## config.mk

```make
export PLATFORM = sky130hd
export DESIGN_NAME = select_scheduler_flat
export DESIGN_NICKNAME = d
export VERILOG_FILES = /design/src/rtl/select_scheduler_pkg.sv /design/src/rtl/select_scheduler_if.sv /design/src/rtl/select_scheduler_slot_match.sv /design/src/rtl/select_scheduler.sv /design/src/flat_wrapper.sv
export SDC_FILE = /design/constraint.sdc
export NUM_CORES = 1
export LEC_CHECK = 0
export CAP_MARGIN = 20
export CORE_UTILIZATION = 50
export DETAILED_ROUTE_END_ITERATION = 10
export PLACE_DENSITY = 0.79
export SYNTH_ARGS = -nofsm -noshare
export SYNTH_HDL_FRONTEND = slang
export SYNTH_SLANG_ARGS = --single-unit
```

## constraint.sdc

```tcl
create_clock -name clk -period 2.7 [get_ports clk]
set_input_delay 0.81 -clock clk [delete_from_list [all_inputs] [get_ports clk]]
set_output_delay 0.81 -clock clk [all_outputs]
set_load 0.01 [all_outputs]
```

## src/rtl/select_scheduler_pkg.sv

```systemverilog
// Shared types and widths for the select_scheduler slice: FSM states, slot record,
// and the key search used by the optional skip-ahead cursor.
package select_scheduler_pkg;

   localparam int SIZE  = 16;
   localparam int K     = 8;
   localparam int IDX_W = $clog2(K);
   localparam int KEY_W = $clog2(SIZE);

   typedef enum logic [1:0] {
      IDLE,
      SCAN,
      DONE
   } state_e;

   typedef struct packed {
      logic             valid;
      logic [KEY_W-1:0] key;
   } slot_t;

   typedef slot_t [K-1:0] slot_tbl_t;

   typedef struct packed {
      logic             found;
      logic [KEY_W-1:0] key;
   } key_search_t;

   // Smallest key held by a valid slot that lies above floor_key (or equals it when inclusive).
   function automatic key_search_t next_key(input slot_tbl_t        tbl,
                                            input logic [KEY_W-1:0] floor_key,
                                            input logic             inclusive);
      key_search_t res;
      res.found = 1'b0;
      res.key   = '0;
      for (int j = 0; j < K; j++) begin
         if (tbl[j].valid &&
             ((tbl[j].key > floor_key) || (inclusive && (tbl[j].key == floor_key))) &&
             (!res.found || (tbl[j].key < res.key))) begin
            res.found = 1'b1;
            res.key   = tbl[j].key;
         end
      end
      return res;
   endfunction

endpackage

```

## src/rtl/select_scheduler_if.sv

```systemverilog
// Load/start/grant bundle between the scheduler (slave) and its user (master).
interface select_scheduler_if;
   import select_scheduler_pkg::*;

   logic             load_valid;
   logic             load_ready;
   logic [IDX_W-1:0] load_idx;
   logic [KEY_W-1:0] load_key;
   logic             start;
   logic             busy;
   logic             grant_valid;
   logic             grant_ready;
   logic [IDX_W-1:0] grant_idx;
   logic [KEY_W-1:0] grant_key;
   logic             done;

   modport master (
      output load_valid, load_idx, load_key, start, grant_ready,
      input  load_ready, busy, grant_valid, grant_idx, grant_key, done
   );

   modport slave (
      input  load_valid, load_idx, load_key, start, grant_ready,
      output load_ready, busy, grant_valid, grant_idx, grant_key, done
   );

endinterface

```

## src/rtl/select_scheduler_slot_match.sv

```systemverilog
// Combinational compare of every slot against the cursor, returning the lowest
// matching index and whether more than one slot matches.
module slot_match
   import select_scheduler_pkg::*;
(
   input  logic [KEY_W-1:0] cursor_i,
   input  slot_tbl_t        slots_i,
   output logic             any_match_o,
   output logic [IDX_W-1:0] grant_idx_o,
   output logic             multi_match_o
);

   logic [K-1:0] match;

   // NOTE: every output gets a default before the loop so no path leaves it unassigned (no latch).
   always_comb begin
      any_match_o   = 1'b0;
      multi_match_o = 1'b0;
      grant_idx_o   = '0;
      match         = '0;
      for (int j = 0; j < K; j++) begin
         match[j] = slots_i[j].valid && (slots_i[j].key == cursor_i);
         if (match[j]) begin
            if (any_match_o) begin
               multi_match_o = 1'b1;
            end else begin
               grant_idx_o = IDX_W'(j);
            end
            any_match_o = 1'b1;
         end
      end
   end

endmodule

```

## src/rtl/select_scheduler.sv

```systemverilog
// Ordered grant sequencer: sweeps keys ascending and grants matching slots lowest index first.
// Define SCHED_SKIP_EN to jump the cursor straight to the next occupied key.
module select_scheduler
   import select_scheduler_pkg::*;
(
   input  logic               clk,
   input  logic               rst,
   select_scheduler_if.slave  bus
);

   state_e           state_q, state_d;
   logic [KEY_W-1:0] cursor_q, cursor_d;
   slot_tbl_t        slots_q, slots_d;
   slot_tbl_t        slots_load;

   logic             any_match;
   logic             multi_match;
   logic [IDX_W-1:0] match_idx;

   logic             adv_last;
   logic [KEY_W-1:0] adv_cursor;
   logic             start_empty;
   logic [KEY_W-1:0] start_cursor;

   slot_match u_slot_match (
      .cursor_i      (cursor_q),
      .slots_i       (slots_q),
      .any_match_o   (any_match),
      .grant_idx_o   (match_idx),
      .multi_match_o (multi_match)
   );

   // Table as it will look after this cycle's load, so a load beside start joins the sweep.
   always_comb begin
      slots_load = slots_q;
      if ((state_q == IDLE) && bus.load_valid) begin
         slots_load[bus.load_idx].valid = 1'b1;
         slots_load[bus.load_idx].key   = bus.load_key;
      end
   end

`ifdef SCHED_SKIP_EN
   key_search_t first_s;
   key_search_t above_s;

   // A grant only ever clears a slot at the cursor, so searching above it ignores that clear.
   always_comb begin
      first_s      = next_key(slots_load, '0, 1'b1);
      above_s      = next_key(slots_q, cursor_q, 1'b0);
      start_empty  = !first_s.found;
      start_cursor = first_s.key;
      adv_last     = !above_s.found;
      adv_cursor   = above_s.key;
   end
`else
   always_comb begin
      start_empty  = 1'b0;
      start_cursor = '0;
      adv_last     = (cursor_q == KEY_W'(SIZE - 1));
      adv_cursor   = cursor_q + 1'b1;
   end
`endif

   always_comb begin
      state_d  = state_q;
      cursor_d = cursor_q;
      slots_d  = slots_q;
      unique case (state_q)
         IDLE: begin
            slots_d = slots_load;
            if (bus.start) begin
               cursor_d = start_cursor;
               state_d  = start_empty ? DONE : SCAN;
            end
         end
         SCAN: begin
            if (any_match && bus.grant_ready) begin
               slots_d[match_idx].valid = 1'b0;
            end
            // Move on once the cursor has nothing left to offer after this cycle.
            if (!any_match || (bus.grant_ready && !multi_match)) begin
               if (adv_last) begin
                  state_d = DONE;
               end else begin
                  cursor_d = adv_cursor;
               end
            end
         end
         DONE: begin
            state_d  = IDLE;
            cursor_d = '0;
         end
         default: begin
            state_d = IDLE;
         end
      endcase
   end

   // NOTE: state registers use non-blocking assignments so every flop samples pre-edge values.
   always_ff @(posedge clk) begin
      if (rst) begin
         state_q  <= IDLE;
         cursor_q <= '0;
         // NOTE: only valid bits are reset; keys are don't-care until their slot is written.
         for (int j = 0; j < K; j++) begin
            slots_q[j].valid <= 1'b0;
         end
      end else begin
         state_q  <= state_d;
         cursor_q <= cursor_d;
         slots_q  <= slots_d;
      end
   end

   assign bus.load_ready  = (state_q == IDLE);
   assign bus.busy        = (state_q == SCAN) || (state_q == DONE);
   assign bus.done        = (state_q == DONE);
   assign bus.grant_valid = (state_q == SCAN) && any_match;
   assign bus.grant_idx   = match_idx;
   assign bus.grant_key   = cursor_q;

endmodule

```

## src/flat_wrapper.sv

```systemverilog
// flat-port wrapper written by rule: the top's interface ports become plain ports
module select_scheduler_flat import select_scheduler_pkg::*;
  (clk, rst, bus_load_valid, bus_load_idx, bus_load_key, bus_start, bus_grant_ready, bus_load_ready, bus_busy, bus_grant_valid, bus_grant_idx, bus_grant_key, bus_done);
  select_scheduler_if bus_i ();
  input  logic clk;
  input  logic rst;
  input wire logic [$bits(bus_i.load_valid)-1:0] bus_load_valid;
  input wire logic [$bits(bus_i.load_idx)-1:0] bus_load_idx;
  input wire logic [$bits(bus_i.load_key)-1:0] bus_load_key;
  input wire logic [$bits(bus_i.start)-1:0] bus_start;
  input wire logic [$bits(bus_i.grant_ready)-1:0] bus_grant_ready;
  output wire logic [$bits(bus_i.load_ready)-1:0] bus_load_ready;
  output wire logic [$bits(bus_i.busy)-1:0] bus_busy;
  output wire logic [$bits(bus_i.grant_valid)-1:0] bus_grant_valid;
  output wire logic [$bits(bus_i.grant_idx)-1:0] bus_grant_idx;
  output wire logic [$bits(bus_i.grant_key)-1:0] bus_grant_key;
  output wire logic [$bits(bus_i.done)-1:0] bus_done;
  assign bus_i.load_valid = bus_load_valid;
  assign bus_i.load_idx = bus_load_idx;
  assign bus_i.load_key = bus_load_key;
  assign bus_i.start = bus_start;
  assign bus_i.grant_ready = bus_grant_ready;
  assign bus_load_ready = bus_i.load_ready;
  assign bus_busy = bus_i.busy;
  assign bus_grant_valid = bus_i.grant_valid;
  assign bus_grant_idx = bus_i.grant_idx;
  assign bus_grant_key = bus_i.grant_key;
  assign bus_done = bus_i.done;
  select_scheduler u_core (.clk(clk), .rst(rst), .bus(bus_i));
endmodule
```

==> impl_results.md <==
- Outcome: finished with violations
- Failing checks: setup timing
- CP bufs+invs: 1
- Antenna violations before repair: 0
- Most common cell after layout, fill and taps aside: buf_4
- Post-Synth XOR/XNOR Area: 0.112
- Worst hold start: u_core.state_q[0]$_SDFFE_PP0P_
- Delay-heaviest family, CP: simple AND/OR/NAND/NOR gates
- Cell variety after synth: 50
- Diodes inserted: 0
- Slew Viols, Final: 0
- Pin count of the biggest net entering global routing: 17
- P per Cell Area: 479 nW/um^2
- Logic gate share of total power: 0.270
- Vias in the first global route: 2,156
- Max Fanout on Critical Path: 3
- YS warnings: 0
- Fin area: 3610 um^2
- Clk_lat worst skew: 0.30 ns
- # fillers: roughly 370
- Max VDD drop: around 0.29 mV
- Via count: roughly 2,200
- Area delta synth->final: 35.5%
- Sw Ratio: 0.308
- GRT Total Usage: 0.258
- Commonest non-fill, non-tap cells in the layout: buf_4, edfxtp_1, and2_1, clkdlybuf4s50_1
- Initial DRT Pass Iterations: 4
- Design Power: between 1500 and 2000 uW
- Cell Chain, Critical Path: xnor2_2 > nand2_1 > nor4_4 > nor2_2 > a21oi_2 > o21ai_1 > a32o_2 > buf_6
- Fmax: between 0.3 and 0.4 GHz
- CP max stage cell: edfxtp_1
- Final Util: 0.706
- FF+latch count, synth: 46
- Cell depth of the worst hold path: 2
- Data arrival, critical path: between 2 and 2.5 ns
- Crit start category: flip-flop
- Largest family of logic cells by synthesized area: simple AND/OR/NAND/NOR gates
- Slew @ Worst Pin: between 0.4 and 0.5 ns
- Mapped Cells: ~250
- Mapped cell area: roughly 2700 um^2
- Hold Crit Class: flip-flop to flip-flop
- Area share of fa/ha/maj cells after synthesis: 0.0273
- H-Tree Level Count: 2
- Placed Instance Area: 3180 um^2
- Fin Clk Skew: roughly 0.0082 ns
- Antenna viol nets, final: 0
- Die extent in x: 75.0 um
- Worst-case clock buffer depth: 2
- Total Die Area: roughly 5600 um^2
- Clock Power Share: 0.253
- Final period utilization: 1.07
- Crit end category: primary output
- Internal Power: 1200 uW
- Vias per cell: 5.54
- Clk root buf: clkbuf_8
- RSZ-0062 raised after global routing: yes
- DRC viols: 0
- I/O pin count: 23
- Port Buf Inserts: 22
- Simple-gate share of the synthesized area: 0.259
- CTS tree: done
- Worst r2r src: u_core.bus.grant_key[0]$_SDFFE_PP0P_
- R2R Setup Slk: around 0.090 ns
- Placer Congestion: ~0.85
- Worst Hold End: u_core.state_q[0]$_SDFFE_PP0P_
- First-pass GRT wire length: between 10,000 and 15,000 um
- Nets: approximately 340
- Final Hold Viols: 0
- DR iter-0 viols: 222
- Syn Nets: 265
- Final non-filler cell total: between 300 and 400
- Sequential element share of the synthesized area: 0.466
- # setup viols final: 4
- Die Span Y: about 75 um
- Max-slew headroom: 0.699
- Complex-gate fraction of the synthesized area: 0.0907
- Setup TNS: -0.365 ns
- CP required: around 1.9 ns
- Grt ovf: 0
- Post-DP HPWL: approximately 4500 um
- Reg2reg end: u_core.bus.grant_key[3]$_SDFFE_PP0P_
- Leakage: roughly 0.0015 uW
- Std cell rows: 26
- CORE AREA: 5110 um^2
- Starting Density: 0.521
- Reg clk slew, reported paths: around 0.090 ns
- Drt total wl: about 6900 um
- Final Critical Period: approximately 2.9 ns
- Max-Cap Viols: 0
- Worst Slack Setup Final: -0.186 ns
- Worst path max stage delay: between 0.4 and 0.5 ns
- Number of cells on the worst reg-to-reg path: 13
- Sequential share of power: 0.477
- Placed insts: around 370
- Syn avg cell area: ~11 um^2
- Crit path kind: flip-flop to primary output
- Portion of netlist area occupied by mux cells: 0.00799
- Layout cells sized above 1: 0.375
- Post-detailed-route wirelength per cell: 17.7 um
- Num CTS Buffers: 5
- Psw: ~530 uW
- Clock sink count: 46
==> registers in the layout, indices dropped and copies added (netlist names) <==
register,count
u_core.bus.grant_key,4
u_core.slots_q,40
u_core.state_q,2
==> per-stage QoR <==
step                      setup WS (ns)  hold WS (ns)
after floorplan                   0.163         0.461
after global placement           -0.261         0.473
after detailed placement         -0.339         0.474
after CTS                        -0.146         0.504
after global routing             -0.277         0.528
final                            -0.186         0.519
==> final cells by class <==
class / instances / area [um^2] / area share
clock buffer: 5 / 68.8 / 0.0191
clock inverter: 3 / 22.5 / 0.00624
inverter: 7 / 26.3 / 0.00728
multi-input combinational: 186 / 1520 / 0.420
sequential: 46 / 1250 / 0.348
tap: 70 / 87.6 / 0.0243
timing repair buffer: 73 / 632 / 0.175
==> per-layer routing <==
layer | wire length (um) | GRT usage | share of wire
met5 | 0 | 0 | 0
met4 | 220 | 0.140 | 0.032
met3 | 355 | 0.0442 | 0.051
met2 | 3580 | 0.434 | 0.52
met1 | 2770 | 0.317 | 0.40
==> synth_stat cells, drive strengths merged <==
cell type	n	share of area
a211o	1	0.0033
a211oi	4	0.013
a21oi	5	0.0094
a311o	1	0.0038
a31o	7	0.023
a32o	1	0.0042
a41oi	1	0.0033
and2	20	0.047
and3	15	0.036
buf	7	0.024
clkbuf	2	0.0028
dfxtp	14	0.11
edfxtp	32	0.36
ha	5	0.023
inv	7	0.0099
maj3	1	0.0038
mux2	1	0.0042
mux2i	1	0.0038
nand2	16	0.023
nand2b	5	0.012
nand3	9	0.029
nand3b	1	0.0028
nand4	1	0.0080
nor2	18	0.026
nor2b	5	0.012
nor3	12	0.024
nor4	4	0.023
o211ai	3	0.0085
o21ai	5	0.0094
o21bai	1	0.0028
o221a	1	0.0042
o31ai	2	0.0056
or2	3	0.0080
or2b	1	0.0028
or3	1	0.0024
or3b	1	0.0033
xnor2	10	0.033
xor2	24	0.079
==> power by group through the flow <==
stage          logic, uW  registers [uW]  clock network [uW]
6_report             467             823                 437
5_1_grt              503             827                 470
4_1_cts              432             819                 439
3_5_place_dp         369             839                   0
3_3_place_gp         357             836                   0
2_1_floorplan        257             819                   0
==> worst min-delay path: cells and delay by family (launching register included) <==
family / cells / cell delay (ns)
muxes: 1 / 0.05
DFF: 1 / 0.36
and+or+nand+nor: 1 / 0.07
==> what timing repair did <==
item | 4_1_cts | 5_1_grt
hold buffers | 0 | 0
setup buffers | 13 | 4
pin swaps | 12 | 9
resized for setup | 46 | 16
setup endpoints to repair | 9 | 5
==> logic make-up (layout without fill, tap and decap cells) <==
group | count (synthesis) | after routing
compound gates | 32 | 32
xor+xnor | 34 | 34
fa+ha+maj | 6 | 6
buf+inv | 16 | 88
flops | 46 | 46
mux | 2 | 2
simple gates | 112 | 112
==> worst max path at each step <==
stage / from / to / slack, ns / cells past startpoint
3_5_place_dp: u_core.bus.grant_key[0]$_SDFFE_PP0P_ / bus_grant_idx[0] / -0.34 / 7
5_1_grt: u_core.slots_q[20]$_DFFE_PP_ / bus_grant_idx[0] / -0.28 / 8
3_3_place_gp: u_core.bus.grant_key[0]$_SDFFE_PP0P_ / bus_grant_idx[0] / -0.26 / 8
4_1_cts: u_core.slots_q[20]$_DFFE_PP_ / bus_grant_idx[0] / -0.15 / 8
2_1_floorplan: u_core.bus.grant_key[1]$_SDFFE_PP0P_ / bus_grant_idx[0] / 0.16 / 8
6_report: u_core.slots_q[20]$_DFFE_PP_ / bus_grant_idx[0] / -0.19 / 8
(Power assumes the default switching activity.)
